**src/rtl/pri_enc16_seq.sv**
```systemverilog
// Sequential priority encoder: drains each accepted request vector one set bit per beat, highest index first.
// Optional macro PENC_ZERO_EMIT_EN: an all-zero vector produces a single flagged beat on out_zero.
module pri_enc16_seq #(
   parameter int N_IN  = 16,
   parameter int IDX_W = 4
) (
   input  logic             clk,
   input  logic             rst,
   input  logic [N_IN-1:0]  in_vec,
   input  logic             in_valid,
   output logic             in_ready,
   output logic [IDX_W-1:0] out_idx,
   output logic             out_valid,
   input  logic             out_ready,
   output logic             out_last,
`ifdef PENC_ZERO_EMIT_EN
   output logic             out_zero,
`endif
   output logic [IDX_W:0]   pend_cnt
);

   typedef enum logic {IDLE = 1'b0, EMIT = 1'b1} state_t;

   state_t          state;
   logic [N_IN-1:0] pend;
   logic [N_IN-1:0] pend_nx;

   function automatic logic [IDX_W-1:0] top_bit(input logic [N_IN-1:0] v);
      logic [IDX_W-1:0] idx;
      idx = '0;
      for (int i = 0; i < N_IN; i++)
         if (v[i]) idx = IDX_W'(i);
      return idx;
   endfunction

   function automatic logic [IDX_W:0] pop_cnt(input logic [N_IN-1:0] v);
      logic [IDX_W:0] c;
      c = '0;
      for (int i = 0; i < N_IN; i++)
         c = c + {{IDX_W{1'b0}}, v[i]};
      return c;
   endfunction

   // Pending vector after the currently presented bit is consumed.
   always_comb begin
      pend_nx = pend;
      pend_nx[out_idx] = 1'b0;
   end

   always_ff @(posedge clk) begin
      if (rst) begin
         state     <= IDLE;
         pend      <= '0;
         in_ready  <= 1'b1;
         out_valid <= 1'b0;
         out_idx   <= '0;
         out_last  <= 1'b0;
         pend_cnt  <= '0;
`ifdef PENC_ZERO_EMIT_EN
         out_zero  <= 1'b0;
`endif
      end else begin
         case (state)
            IDLE: begin
               if (in_valid) begin
                  pend <= in_vec;
                  if (|in_vec) begin
                     state     <= EMIT;
                     in_ready  <= 1'b0;
                     out_valid <= 1'b1;
                     out_idx   <= top_bit(in_vec);
                     pend_cnt  <= pop_cnt(in_vec);
                     out_last  <= (pop_cnt(in_vec) == (IDX_W+1)'(1));
                  end
`ifdef PENC_ZERO_EMIT_EN
                  else begin
                     state     <= EMIT;
                     in_ready  <= 1'b0;
                     out_valid <= 1'b1;
                     out_idx   <= '0;
                     pend_cnt  <= '0;
                     out_last  <= 1'b1;
                     out_zero  <= 1'b1;
                  end
`endif
               end
            end
            EMIT: begin
               if (out_ready) begin
                  pend <= pend_nx;
                  if (out_last) begin
                     state     <= IDLE;
                     in_ready  <= 1'b1;
                     out_valid <= 1'b0;
                     out_idx   <= '0;
                     pend_cnt  <= '0;
                     out_last  <= 1'b0;
`ifdef PENC_ZERO_EMIT_EN
                     out_zero  <= 1'b0;
`endif
                  end else begin
                     out_idx  <= top_bit(pend_nx);
                     pend_cnt <= pend_cnt - (IDX_W+1)'(1);
                     out_last <= (pend_cnt == (IDX_W+1)'(2));
                  end
               end
            end
            default: state <= IDLE;
         endcase
      end
   end

endmodule
```
**config.mk**
```make
export PLATFORM = sky130hd
export DESIGN_NAME = pri_enc16_seq
export DESIGN_NICKNAME = d
export VERILOG_FILES = /design/src/rtl/pri_enc16_seq.sv
export SDC_FILE = /design/constraint.sdc
export NUM_CORES = 1
export LEC_CHECK = 0
export CAP_MARGIN = 5
export CORE_UTILIZATION = 45
export CTS_CLUSTER_DIAMETER = 150
export DETAILED_ROUTE_END_ITERATION = 6
export PLACE_DENSITY = 0.76
export SKIP_CTS_REPAIR_TIMING = 1
export SLEW_MARGIN = 25
export SYNTH_ARGS = -nofsm -noshare
export SYNTH_HDL_FRONTEND = slang
export SYNTH_SLANG_ARGS = --single-unit
```
**constraint.sdc**
```tcl
create_clock -name clk -period 5.5 [get_ports clk]
set_clock_uncertainty 0.2 [all_clocks]
set_input_delay 0.55 -clock clk [delete_from_list [all_inputs] [get_ports clk]]
set_output_delay 0.55 -clock clk [all_outputs]
set_load 0.01 [all_outputs]
```
### After elaboration in Yosys (flattened, before gate mapping)

Cells that the tools add are included.

* order comparisons: 2
* eq/ne operators: 6
* bitwise operators: 3
* reduce and logical (&&, ||, !) cells: 5
* multiplexer cells: 65
* $add $sub $neg: 16

Operators by type and width (count)
* two-way mux 4 bit: 32
* adder 5 x 1 -> 5 bit: 11
* two-way mux 16 bit: 2
* one-hot mux 16 bit (2 select lines): 1
* two-way mux 5 bit: 4
* two-way mux 1 bit: 19
* AND 16 bit: 1
* inverter 16 bit: 1
* OR reduction 16 bit: 1
* one-hot mux 5 bit (2 select lines): 1
* != test 2 bit (second input constant): 4
* one-hot mux 1 bit (2 select lines): 4
* one-hot mux 4 bit (2 select lines): 1
* adder 4 x 1 -> 5 bit: 1
* equality test 5 x 1 -> 1 bit (second input constant): 1
* equality test 5 x 2 -> 1 bit (second input constant): 1
* < comparator 4 x 5 -> 1 bit (second input constant): 1
* subtractor 5 x 1 -> 5 bit (second input constant): 1
* adder 3 x 1 -> 4 bit: 1
* demux 1 bit (select 4 bit): 1
* >= comparator 4 x 1 -> 1 bit (second input constant): 1
* AND reduction 4 bit: 1
* adder 2 x 1 -> 3 bit: 1
* AND reduction 3 bit: 1
* 4 further kinds: 4

* bits of input ports: 20
* word-level logic and storage cells: 104
* flip-flop bits (word level): 29

### Longest topological paths before layout

Gate-level depths: netlist (run 1).

* depth in word-level cells: 24
* depth in mapped cells: 15
* gate-level depth less buffers: 15

### Worst setup path before layout (run 1)

OpenSTA, ideal clock, no wires.

* kind: input to register
* from: input in_vec[0]
* to: register out_last
* data arrival time: 3.958 ns
* slack: 1.251 ns
* required time: 5.209 ns
* cell stages on the path: 14
* cell sequence: inv_1 > fa_1 > fa_1 > fa_1 > fa_1 > inv_1 > ha_1 > inv_1 > fa_1 > nor2b_1 > a22oi_1 > nor4b_1 > nand2_1 > a311oi_1

* word-level cells in the longest chain between the ends: 19

Ends and longest elaborated chain
* from (decl): line 9 `input logic [N_IN-1:0] in_vec,`
* adder 1 x 1 -> 2 bit: line 40 `c = c + {{IDX_W{1'b0}}, v[i]};`
* adder 2 x 1 -> 3 bit: line 40
* adder 3 x 1 -> 4 bit: line 40
* adder 4 x 1 -> 5 bit: line 40
* adder 5 x 1 -> 5 bit (11 in a row): line 40
* equality test 5 x 1 -> 1 bit: line 73 `out_last <= (pop_cnt(in_vec) == (IDX_W+1)'(1));`
* two-way mux 1 bit: line 67 `if (|in_vec) begin`
* two-way mux 1 bit: line 65 `if (in_valid) begin`
* one-hot mux 1 bit (2 select lines): line 63 `case (state)`
* to (signal assigned): line 73
* to (signal assigned): line 104 `out_last <= (pend_cnt == (IDX_W+1)'(2));`
* to (decl): line 15 `output logic out_last,`

Parallel ways exist; a longest one is shown, timed or not. The select of a mux whose other input is x is not followed.
A chain may end at the register's enable or synchronous reset.

### Final worst setup path (run 1)

* from: input in_vec[11]
* to: register out_last

* word-level cells in the longest chain between the ends: 9

Ends and longest elaborated chain (line)
* adder 5 x 1 -> 5 bit (5 in a row): 40
* equality test 5 x 1 -> 1 bit: 73
* two-way mux 1 bit: 67
* two-way mux 1 bit: 65
* one-hot mux 1 bit (2 select lines): 63

Parallel ways exist; a longest one is shown, timed or not. The select of a mux whose other input is x is not followed.

==> metrics.md, run 1 <==
| Metric | Value |
|---|---|
| Post-synth EDFFs | `0` |
| Initial antenna violation count | `0` |
| Netlist Area Pre-Place | `2439 um2` |
| Worst setup EP type | `flop` |
| CP Launch Point | `in_vec[11]` |
| Routed length per placed instance | `16.90 um` |
| Register area share after synthesis | `0.2299` |
| Clock tree sinks | `28` |
| Overall global routing resource usage | `0.2580` |
| Chip width | `75.62 um` |
| Maximum clock rate | `202.8 MHz` |
| RSZ-0062 raised after global routing | `no` |
| Port buffer count | `31` |
| PD cells | `292.4 nW/um2` |
| Syn Inst Count | `312` |
| Die Height | `75.62 um` |
| Layout cells sized above 1 | `0.06061` |
| Row count | `26` |
| Vias per cell | `6.048` |
| First-pass GRT wire length | `11120 um` |
| P&R area growth vs syn | `15.44%` |
| GRT overflow | `0` |
| R2R depth | `6` |
| Drt total wl | `6760 um` |
| Worst-Margin Slew | `0.7419 ns` |
| Hold path endpoint | `pend[1]` |
| Slew margin rel. | `0.5047` |
| Clock latency at the later pin of the worst-skew pair | `0.28 ns` |
| DRC viols | `0` |
| Final Hold Fails | `0` |
| Final period util | `0.8964` |
| # nets final | `369` |
| I/O pins | `32` |
| Die area | `5718 um2` |
| TritonCTS Buffers | `3` |
| Worst reg-to-reg setup slack | `2.79 ns` |
| Crit Path Class | `primary input to flop` |
| Largest net degree at the start of global routing | `39` |
| DRT iter0 DRCs | `230` |
| H-tree levels | `1` |
| R2r startpoint | `out_idx[0]` |
| Worst hold stages | `2` |
| Vias in the first global route | `2369` |
| Startpoint types | `primary input` |
| Yosys cell types | `58` |
| Minimum clock period | `4.930 ns` |
| Ys async rst share | `0` |
| Hold_sp | `pend[1]` |
| Net Count, Synth | `350` |
| CTS max path bufs | `2` |
| Starting Density | `0.4715` |
| Reg clk slew, reported paths | `0.10 ns` |
| Pleak | `1.045 nW` |
| Max cap viols | `0` |
| ANT cells | `0` |
| Vias after detailed routing | `2419` |
| FF+latch count, synth | `28` |
| Main synth FF type | `dfxtp_1` |
| HPWL Detailed | `5010 um` |
| Hold WS | `0.3058 ns` |
| DRT Pass-1 Iters | `4` |
| CTS Root Cell | `clkbuf_8` |
| Outcome | `complete, no violations` |
| R2R Path End | `out_idx[1]` |
| Core Area | `5172 um2` |
| Peak VDD IR | `197.5 uV` |
| CTS tree | `done` |
| Arrival time worst endpoint | `4.92 ns` |
| Worst Path Required | `5.49 ns` |
| Critical-path maximum fanout | `5` |
| Slew Viols, Final | `0` |
| # setup viols final | `0` |
| HP Class | `flop to flop` |
| GP Congestion | `0.8974` |
| Syn_area_per_cell | `7.816 um2` |
| Fin Setup TNS | `0 ns` |
| Routed Antenna Nets | `0` |
| Synth warnings | `0` |
-- area by class of cell --
type                       instances  area, um2
clock buffer                       4      55.05
fill                             504       2357
inverter                          32      120.1
multi-input combinational        234       1679
sequential                        28      560.5
tap                               70      87.58
timing repair buffer              32      312.8
-- power by group --
group / total, mW / leakage, nW / switching (mW) / internal (mW)
combinational: 0.420 / 0.785 / 0.223 / 0.196
clock: 0.130 / 0.0288 / 0.0655 / 0.0642
sequential: 0.274 / 0.232 / 0.0454 / 0.228
total: 0.823 / 1.05 / 0.334 / 0.489
-- worst max path at each step --
stage,slack [ns],to
6_report,0.57,out_last
3_5_place_dp,0.34,out_last
5_1_grt,0.40,out_last
3_3_place_gp,0.53,out_last
4_1_cts,0.65,out_last
2_1_floorplan,1.25,out_last
-- state kept, by name, summed over array words and instances, names as in the netlist --
register   count
in_ready       1
pend          15
out_valid      1
state          1
pend_cnt       5
out_idx        4
out_last       1
-- cells in the mapped netlist, types with 4 or more instances --
cell      number  area share
inv_1         32       0.049
dfxtp_1       28        0.23
nor2_1        26       0.040
nand2_1       22       0.034
a21oi_1       19       0.039
o21ai_0       19       0.039
a211oi_1      17       0.052
nor2b_1       12       0.031
clkbuf_1      11       0.017
fa_1          10       0.082
nand2b_1      10       0.026
ha_1           8       0.041
a22oi_1        5       0.015
a31oi_1        5       0.013
o22ai_1        5       0.013
o32ai_1        5       0.018
nor3_1         4      0.0082
nor4_1         4       0.010
o21a_1         4       0.012
o31a_1         4       0.014
-- layout by cell type (no fill, tap or decap), drive strengths merged, types with 3 or more instances in the layout --
cell type and count:
or4 3, a21oi 19, o21ai 22, nor3 4
a2111oi 4, nand2 22, a211oi 17, o31ai 3
clkbuf 4, nor2 26, or3b 4, o31a 4
ha 8, dfxtp 28, nor4 6, o21a 4
fa 10, o311ai 3, clkdlybuf4s50 30, nand2b 10
o32ai 5, nand3 3, a31oi 5, o21bai 3
a22oi 5, mux2 3, o22ai 5, inv 32
nor2b 12
-- metrics by stage --
stage,power [mW],cell area [um2],setup slack [ns],std cells,utilization
final,0.8231,2815,0.5700,400,0.5443
after global routing,0.8856,2815,0.3969,400,0.5443
after CTS,0.8218,2815,0.6477,400,0.5443
after detailed placement,0.6884,2760,0.3364,396,0.5336
after global placement,0.6737,2765,0.5312,396,0.5346
after floorplan,0.5599,2439,1.251,312,-
-- routing by layer --
metal,share of wire,global-route usage,wire length (um)
met5,0,0,0
met4,0.014,0.08848,95
met3,0.052,0.04894,349
met2,0.49,0.4554,3302
met1,0.45,0.3142,3012
-- critical path: stages --
cell and delay (ns):
clkdlybuf4s50_1 0.56, inv_1 0.11, fa_1 0.58, fa_1 0.45, fa_1 0.51, fa_1 0.43
inv_1 0.09, ha_1 0.18, inv_1 0.07, fa_1 0.38, nor2b_1 0.24, a22oi_1 0.13
nor4b_1 0.29, nand2_1 0.10, a311oi_1 0.24
-- cell families (layout without fill, tap and decap cells) --
logic type	count (synthesis)	in the layout	share of synthesized area
flops	28	28	0.2299
buf+inv	50	68	0.08158
mux	4	4	0.01796
compound gates	111	111	0.3176
xor+xnor	1	1	0.003592
simple gates	100	100	0.2263
fa+ha+maj	18	18	0.1231
Power figures use the tool's default switching activity.
==> run 2, diff against run 1 <==
Settings changed: ABC_CLOCK_PERIOD_IN_PS set to 5500.
==> results of run 2 <==
Final layout, timing and power as in run 1 (identical DEF).
==> run 3, diff against run 2 <==
Settings changed: CORE_MARGIN set to 5.
==> run 3 against run 2 <==
Power decreased by 1.1%. Clock power about the same. Cell count unchanged. Sequential power about the same. Critical endpoint unchanged.
==> metrics.md, run 3 (synthesized netlist as in run 1, its figures left out) <==
| Metric | Value |
|---|---|
| Die area | `6991 um2 (+22%)` |
| Worst setup EP type | `flop` |
| Routed Antenna Nets | `0 (unchanged)` |
| CP cell instances | `clkdlybuf4s50_1 -> inv_1 -> fa_1 -> fa_1 -> fa_1 -> fa_1 -> inv_1 -> ha_1 -> inv_1 -> fa_1 -> nor2b_1 -> a22oi_1 -> nor4b_1 -> nand2_1 -> a311oi_1` |
| Largest net degree at the start of global routing | `40 (+2.6%)` |
| R2r startpoint | `out_idx[0]` |
| H-tree levels | `1 (unchanged)` |
| Worst path depth | `15 (unchanged)` |
| Reg clk slew, reported paths | `0.10 ns (about the same)` |
| Startpoint types | `primary input` |
| Vias in the first global route | `2277 (-3.9%)` |
| First-pass GRT wire length | `11230 um (+1.1%)` |
| Reg power frac | `0.337 (+0.005)` |
| Setup WS pre-CTS | `0.4053 ns (+0.06884 ns)` |
| Met3 wire length | `367 um (+5.2%)` |
| Row count | `26 (unchanged)` |
| HPWL Detailed | `5028 um (+0.37%)` |
| TritonCTS Buffers | `3 (unchanged)` |
| Final core occ | `0.5443 (unchanged)` |
| ANT cells | `0 (unchanged)` |
| Worst-Margin Slew | `0.7919 ns (+0.04994 ns)` |
| Fin Setup TNS | `0 ns (unchanged)` |
| DRT iter0 DRCs | `247 (+7.4%)` |
| Largest registers | `pend x15, pend_cnt x5, out_idx x4` |
| Critical-path maximum fanout | `5 (unchanged)` |
| Final period util | `0.8721 (-0.02428)` |
| CP Launch Point | `in_vec[11]` |
| # nets final | `369 (unchanged)` |
| Maximum clock rate | `208.5 MHz (+2.8%)` |
| GRT overflow | `0 (unchanged)` |
| I/O pins | `32 (unchanged)` |
| Clock tree sinks | `28 (unchanged)` |
| Minimum clock period | `4.796 ns (-0.1335 ns)` |
| CP max-delay cell | `fa_1` |
| Max cap viols | `0 (unchanged)` |
| HP Class | `flop to flop` |
| DRT Pass-1 Iters | `4 (unchanged)` |
| Slew margin rel. | `0.4714 (-0.03334)` |
| Max reg flops | `15 (unchanged)` |
| Starting Density | `0.4715 (unchanged)` |
| CTS max path bufs | `2 (unchanged)` |
| Overall global routing resource usage | `0.1930 (-0.06496)` |
| Routed wl met2 | `3240 um (-1.9%)` |
| Hold_sp | `pend[1]` |
| GP Congestion | `0.9091 (+1.3%)` |
| Routed length per placed instance | `16.92 um (+0.12%)` |
| Clock latency at the later pin of the worst-skew pair | `0.28 ns (about the same)` |
| CTS tree | `done` |
| Pleak | `1.045 nW (unchanged)` |
| Port buffer count | `31 (unchanged)` |
| WL met1 | `3065 um (+1.8%)` |
| Buf+Inv Stages, Crit Path | `4 (unchanged)` |
| Vias after detailed routing | `2410 (-0.37%)` |
| Crit-path most repeated cell | `fa_1` |
| P&R area growth vs syn | `15.44% (unchanged)` |
| Peak VDD IR | `213.0 uV (+7.8%)` |
| CTS Root Cell | `clkbuf_8` |
| Net Sw Frac | `0.4012 (-0.005100)` |
| Most used cells in the layout excluding fill and tap cells | `inv_1, clkdlybuf4s50_1, dfxtp_1` |
| Final Instance Area | `2815 um2 (unchanged)` |
| DRC viols | `0 (unchanged)` |
| Crit Path Class | `primary input to flop` |
| Sw Pwr | `0.3266 mW (-2.3%)` |
| Top sig layer | `met4` |
| Most common cell after layout, fill and taps aside | `inv_1` |
| R2R depth | `6 (unchanged)` |
| Hold WS | `0.2955 ns (-0.01033 ns)` |
| Chip width | `83.62 um (+11%)` |
| Final Hold Fails | `0 (unchanged)` |
| Number of filler cells placed in the layout | `505 (+0.20%)` |
| Comb power frac | `0.502 (-0.008)` |
| Pint | `0.4875 mW (-0.24%)` |
| Initial antenna violation count | `0 (unchanged)` |
| RSZ-0062 raised after global routing | `no` |
| Post-DP Area | `2765 um2 (+0.18%)` |
| Die Height | `83.62 um (+11%)` |
| Critical path's largest stage delay | `0.56 ns (-0.02 ns)` |
| Worst reg-to-reg setup slack | `2.74 ns (-0.05 ns)` |
| Outcome | `complete, no violations` |
| Vias per cell | `6.025 (-0.37%)` |
| Drt total wl | `6768 um (+0.12%)` |
| Clock share of power | `0.161 (+0.003)` |
| PD cells | `289.2 nW/um2 (-1.1%)` |
| R2R Path End | `out_idx[1]` |
| Final worst slack | `0.7035 ns (+0.1335 ns)` |
| Slew Viols, Final | `0 (unchanged)` |
| # setup viols final | `0 (unchanged)` |
| Largest Register | `pend` |
| Layout cells sized above 1 | `0.06061 (unchanged)` |
| Worst setup endpoint | `out_last` |
| Worst path top cell family by delay | `adder cells` |
| Worst Path Required | `5.49 ns (about the same)` |
| Core Area | `5172 um2 (unchanged)` |
| Arrival time worst endpoint | `4.79 ns (-0.13 ns)` |
[run 3: cell counts in the layout (fill, tap and decap cells not counted)]
No cell type changed its count.
[run 3: layer usage]
metal  track usage  vias up
met5             0        -
li1              -     1174
met1        0.2552     1150
met3       0.03653       10
met2        0.3254       76
met4       0.04240        0
[run 3: final cells by class]
type / count / area [um2] / area share
Multi-Input combinational cell: 234 / 1679 / 0.5964
Inverter: 32 / 120.1 / 0.04267
Clock buffer: 4 / 55.05 / 0.01956
Tap cell: 70 / 87.58 / 0.03111
Sequential cell: 28 / 560.5 / 0.1991
Timing Repair Buffer: 32 / 312.8 / 0.1111
[run 3: worst min-delay path, delay by kind of cell (launching register included)]
family	cells	cell delay, ns
AO/OA/AOI/OAI	2	0.12
flip-flops	1	0.32
[run 3: power groups by stage]
stage               logic (mW)  registers [mW]  clock network [mW]
finish                   0.409           0.274               0.131
global route             0.457           0.280               0.142
CTS                      0.409           0.273               0.132
detailed placement       0.405           0.278                   0
global placement         0.398           0.277                   0
floorplan                0.299           0.261                   0
[run 3: worst min-delay path by stage]
stage	end	cells past startpoint
after floorplan	pend[1]	2
after global placement	pend[1]	2
after detailed placement	out_valid	2
after CTS	pend[1]	2
after global routing	pend[1]	2
final	pend[1]	2
[run 3: stage by stage]
step / power, mW / instances
floorplan: 0.5599 / 312
global placement: 0.6747 / 396
detailed placement: 0.6830 / 396
CTS: 0.8141 / 400
global route: 0.8800 / 400
finish: 0.8141 / 400
==> RTL change, RTL diff (flow settings as in run 3) <==
Reset style: asynchronous (`rst`), changed in one clocked block.
--- a/src/rtl/pri_enc16_seq.sv
+++ b/src/rtl/pri_enc16_seq.sv
@@ -47,7 +47,7 @@
       pend_nx[out_idx] = 1'b0;
    end
 
-   always_ff @(posedge clk) begin
+   always_ff @(posedge clk or posedge rst) begin
       if (rst) begin
          state     <= IDLE;
          pend      <= '0;
Formal check against the unedited RTL: differs if rst is asserted again (counterexample within 4 cycles, from zero or initial values and one cycle with rst high); with rst held inactive, the same outputs for 4 cycles.
==> RTL change against run 3 <==
Sequential cell count did not move; critical path type unchanged; fmax rose by 6.1%; highest routed layer unchanged; routed wire length fell by 7.1%; setup slack improved by 0.27 ns; synthesized area rose by 0.72%; cell count fell by 4.5%; cell area rose by 0.98%.
Power is not compared: it rests on default switching activity, and its combinational part moved more than twofold at a synthesized area within 25%.
==> RTL change: results (changes against run 3) <==
| Metric | Value |
|---|---|
| Outcome | `completed (unchanged)` |
| Starting DRC count in detailed routing | `289 (was 247)` |
| Ys Warns | `0 (unchanged)` |
| Top post-synthesis cells by area | `dfrtp_1, fa_1, o21ai_0 (was dfxtp_1, fa_1, a211oi_1)` |
| P_sw | `just over 0.7 mW` |
| Drt pass-1 iters | `4 (unchanged)` |
| Post-Route Setup TNS | `0 ns (unchanged)` |
| Tot GR Track Use | `18.3% (was 19.3%)` |
| Max_slew headroom | `52.4% (was 47.1%)` |
| CTS max path bufs | `2 (unchanged)` |
| Final Instance Count excl. Fillers | `382 (was 400)` |
| Ant diodes | `0 (unchanged)` |
| CP max stage cell | `clkdlybuf4s50_1 (was fa_1)` |
| Buffers on Ports | `31 (unchanged)` |
| Clock Tree Root | `clkbuf_8 (unchanged)` |
| Cell area after placement | `2770 um^2 (about the same)` |
| Ys async rst share | `100% (was 0%)` |
| Final Hold Fails | `0 (unchanged)` |
| Detailed Route WL | `6.29 mm (was 6.77 mm)` |
| Synth cell count leaders | `inv_1, o21ai_0, dfrtp_1 (was inv_1, dfxtp_1, nor2_1)` |
| Met3 usage | `2.57% (was 3.65%)` |
| # nets final | `349 (was 369)` |
| Layout cells sized above 1 | `7.10% (was 6.06%)` |
| Leakage power | `between 1 and 1.5 nW` |
| First-pass GRT wire length | `10.6 mm (was 11.2 mm)` |
| Routed met2 length | `2.92 mm (was 3.24 mm)` |
| Sequential share of the synthesized area | `28.6% (was 23.0%)` |
| Syn_nets | `330 (was 350)` |
| Clock-pin slew of the registers on the worst-case setup and hold paths | `0.10 ns (about the same)` |
| Hold crit path type | `flop to flop (unchanged)` |
| Initial antenna violation count | `0 (unchanged)` |
| Metal3 WL | `283 um (was 367 um)` |
| Critical Path Fanout Max | `4 (was 5)` |
| Sequential Power Share | `between 30% and 40%` |
| Synthesized instance count | `292 (was 312)` |
| H-Tree Depth | `1 (unchanged)` |
| CP max stage delay | `0.58 ns (was 0.56 ns)` |
| Met2 usage | `29.2% (was 32.5%)` |
| Dpl hpwl | `4.85 mm (was 5.03 mm)` |
| Global placer's final weighted congestion | `0.922 (was 0.909)` |
| Post-synth top flop | `dfrtp_1 (was dfxtp_1)` |
| Num CTS Buffers | `3 (unchanged)` |
| Met1 usage | `25.1% (was 25.5%)` |
| Biggest registers after layout | `pend (15), pend_cnt (5), out_idx (4) (unchanged)` |
| Vias/cell | `5.91 (was 6.03)` |
| Peak VDD IR | `between 0.3 and 0.4 mV` |
| Largest net degree at the start of global routing | `29 (was 40)` |
| Clock Latency Late Sink | `0.28 ns (about the same)` |
| Vias in the first global route | `2211 (was 2277)` |
| WL met1 | `2.88 mm (was 3.07 mm)` |
| Worst Path Arrival | `4.53 ns (was 4.79 ns)` |
| CP top delay family | `adder cells (unchanged)` |
## RTL change: path summary, 6_finish.rpt
check	slack [ns]	cells after the start	to	from
max in group asynchronous	4.26	2	pend[6]$_DFFE_PP0P_	rst
worst max-delay path	0.98	14	out_last$_DFFE_PP0P_	in_vec[5]
min in group asynchronous	0.43	2	out_idx[1]$_DFFE_PP0P_	rst
worst min-delay path	0.28	2	in_ready$_DFFE_PP1P_	in_ready$_DFFE_PP1P_
worst max register to register	2.71	5	out_idx[3]$_DFFE_PP0P_	state$_DFF_PP0_
worst min register to register	0.28	2	in_ready$_DFFE_PP1P_	in_ready$_DFFE_PP1P_
## RTL change: kinds of logic (layout without fill, tap and decap cells)
logic type,after synthesis,count (layout),synth area share [%]
AOI/OAI and AO/OA,98,98,27.8
xor gates and xnor gates,2,2,0.713
adders and majority gates,18,18,12.2
buffers and inverters,52,70,8.81
DFF,28,28,28.6
muxes,9,9,3.97
and+or+nand+nor,85,85,17.9
## RTL change: per-stage QoR
stage / total power [mW] / hold slack, ns / worst slack, ns
finish: 1.52 / 0.278 / 0.977
floorplan: 1.10 / 0.247 / 1.48
detailed placement: 1.35 / 0.270 / 0.680
global placement: 1.33 / 0.252 / 0.750
CTS: 1.52 / 0.286 / 0.986
global route: 1.66 / 0.307 / 0.786
## RTL change: final cells by class
| type | instances | area (um^2) |
|---|---|---|
| timing repair buffer | 31 | 310 |
| inverter | 35 | 131 |
| fill | 521 | 2560 |
| clock buffer | 3 | 41.3 |
| clock inverter | 1 | 30.0 |
| tap | 72 | 90.1 |
| sequential | 28 | 702 |
| multi-input combinational | 212 | 1540 |
## RTL change: worst reg2reg max path, cell delays in order (launching register included)
cell      delay [ns]
dfrtp_1         0.66
nand2b_1        0.51
a41oi_4         0.38
a21o_1          0.54
o221ai_1        0.25
o21a_1          0.15
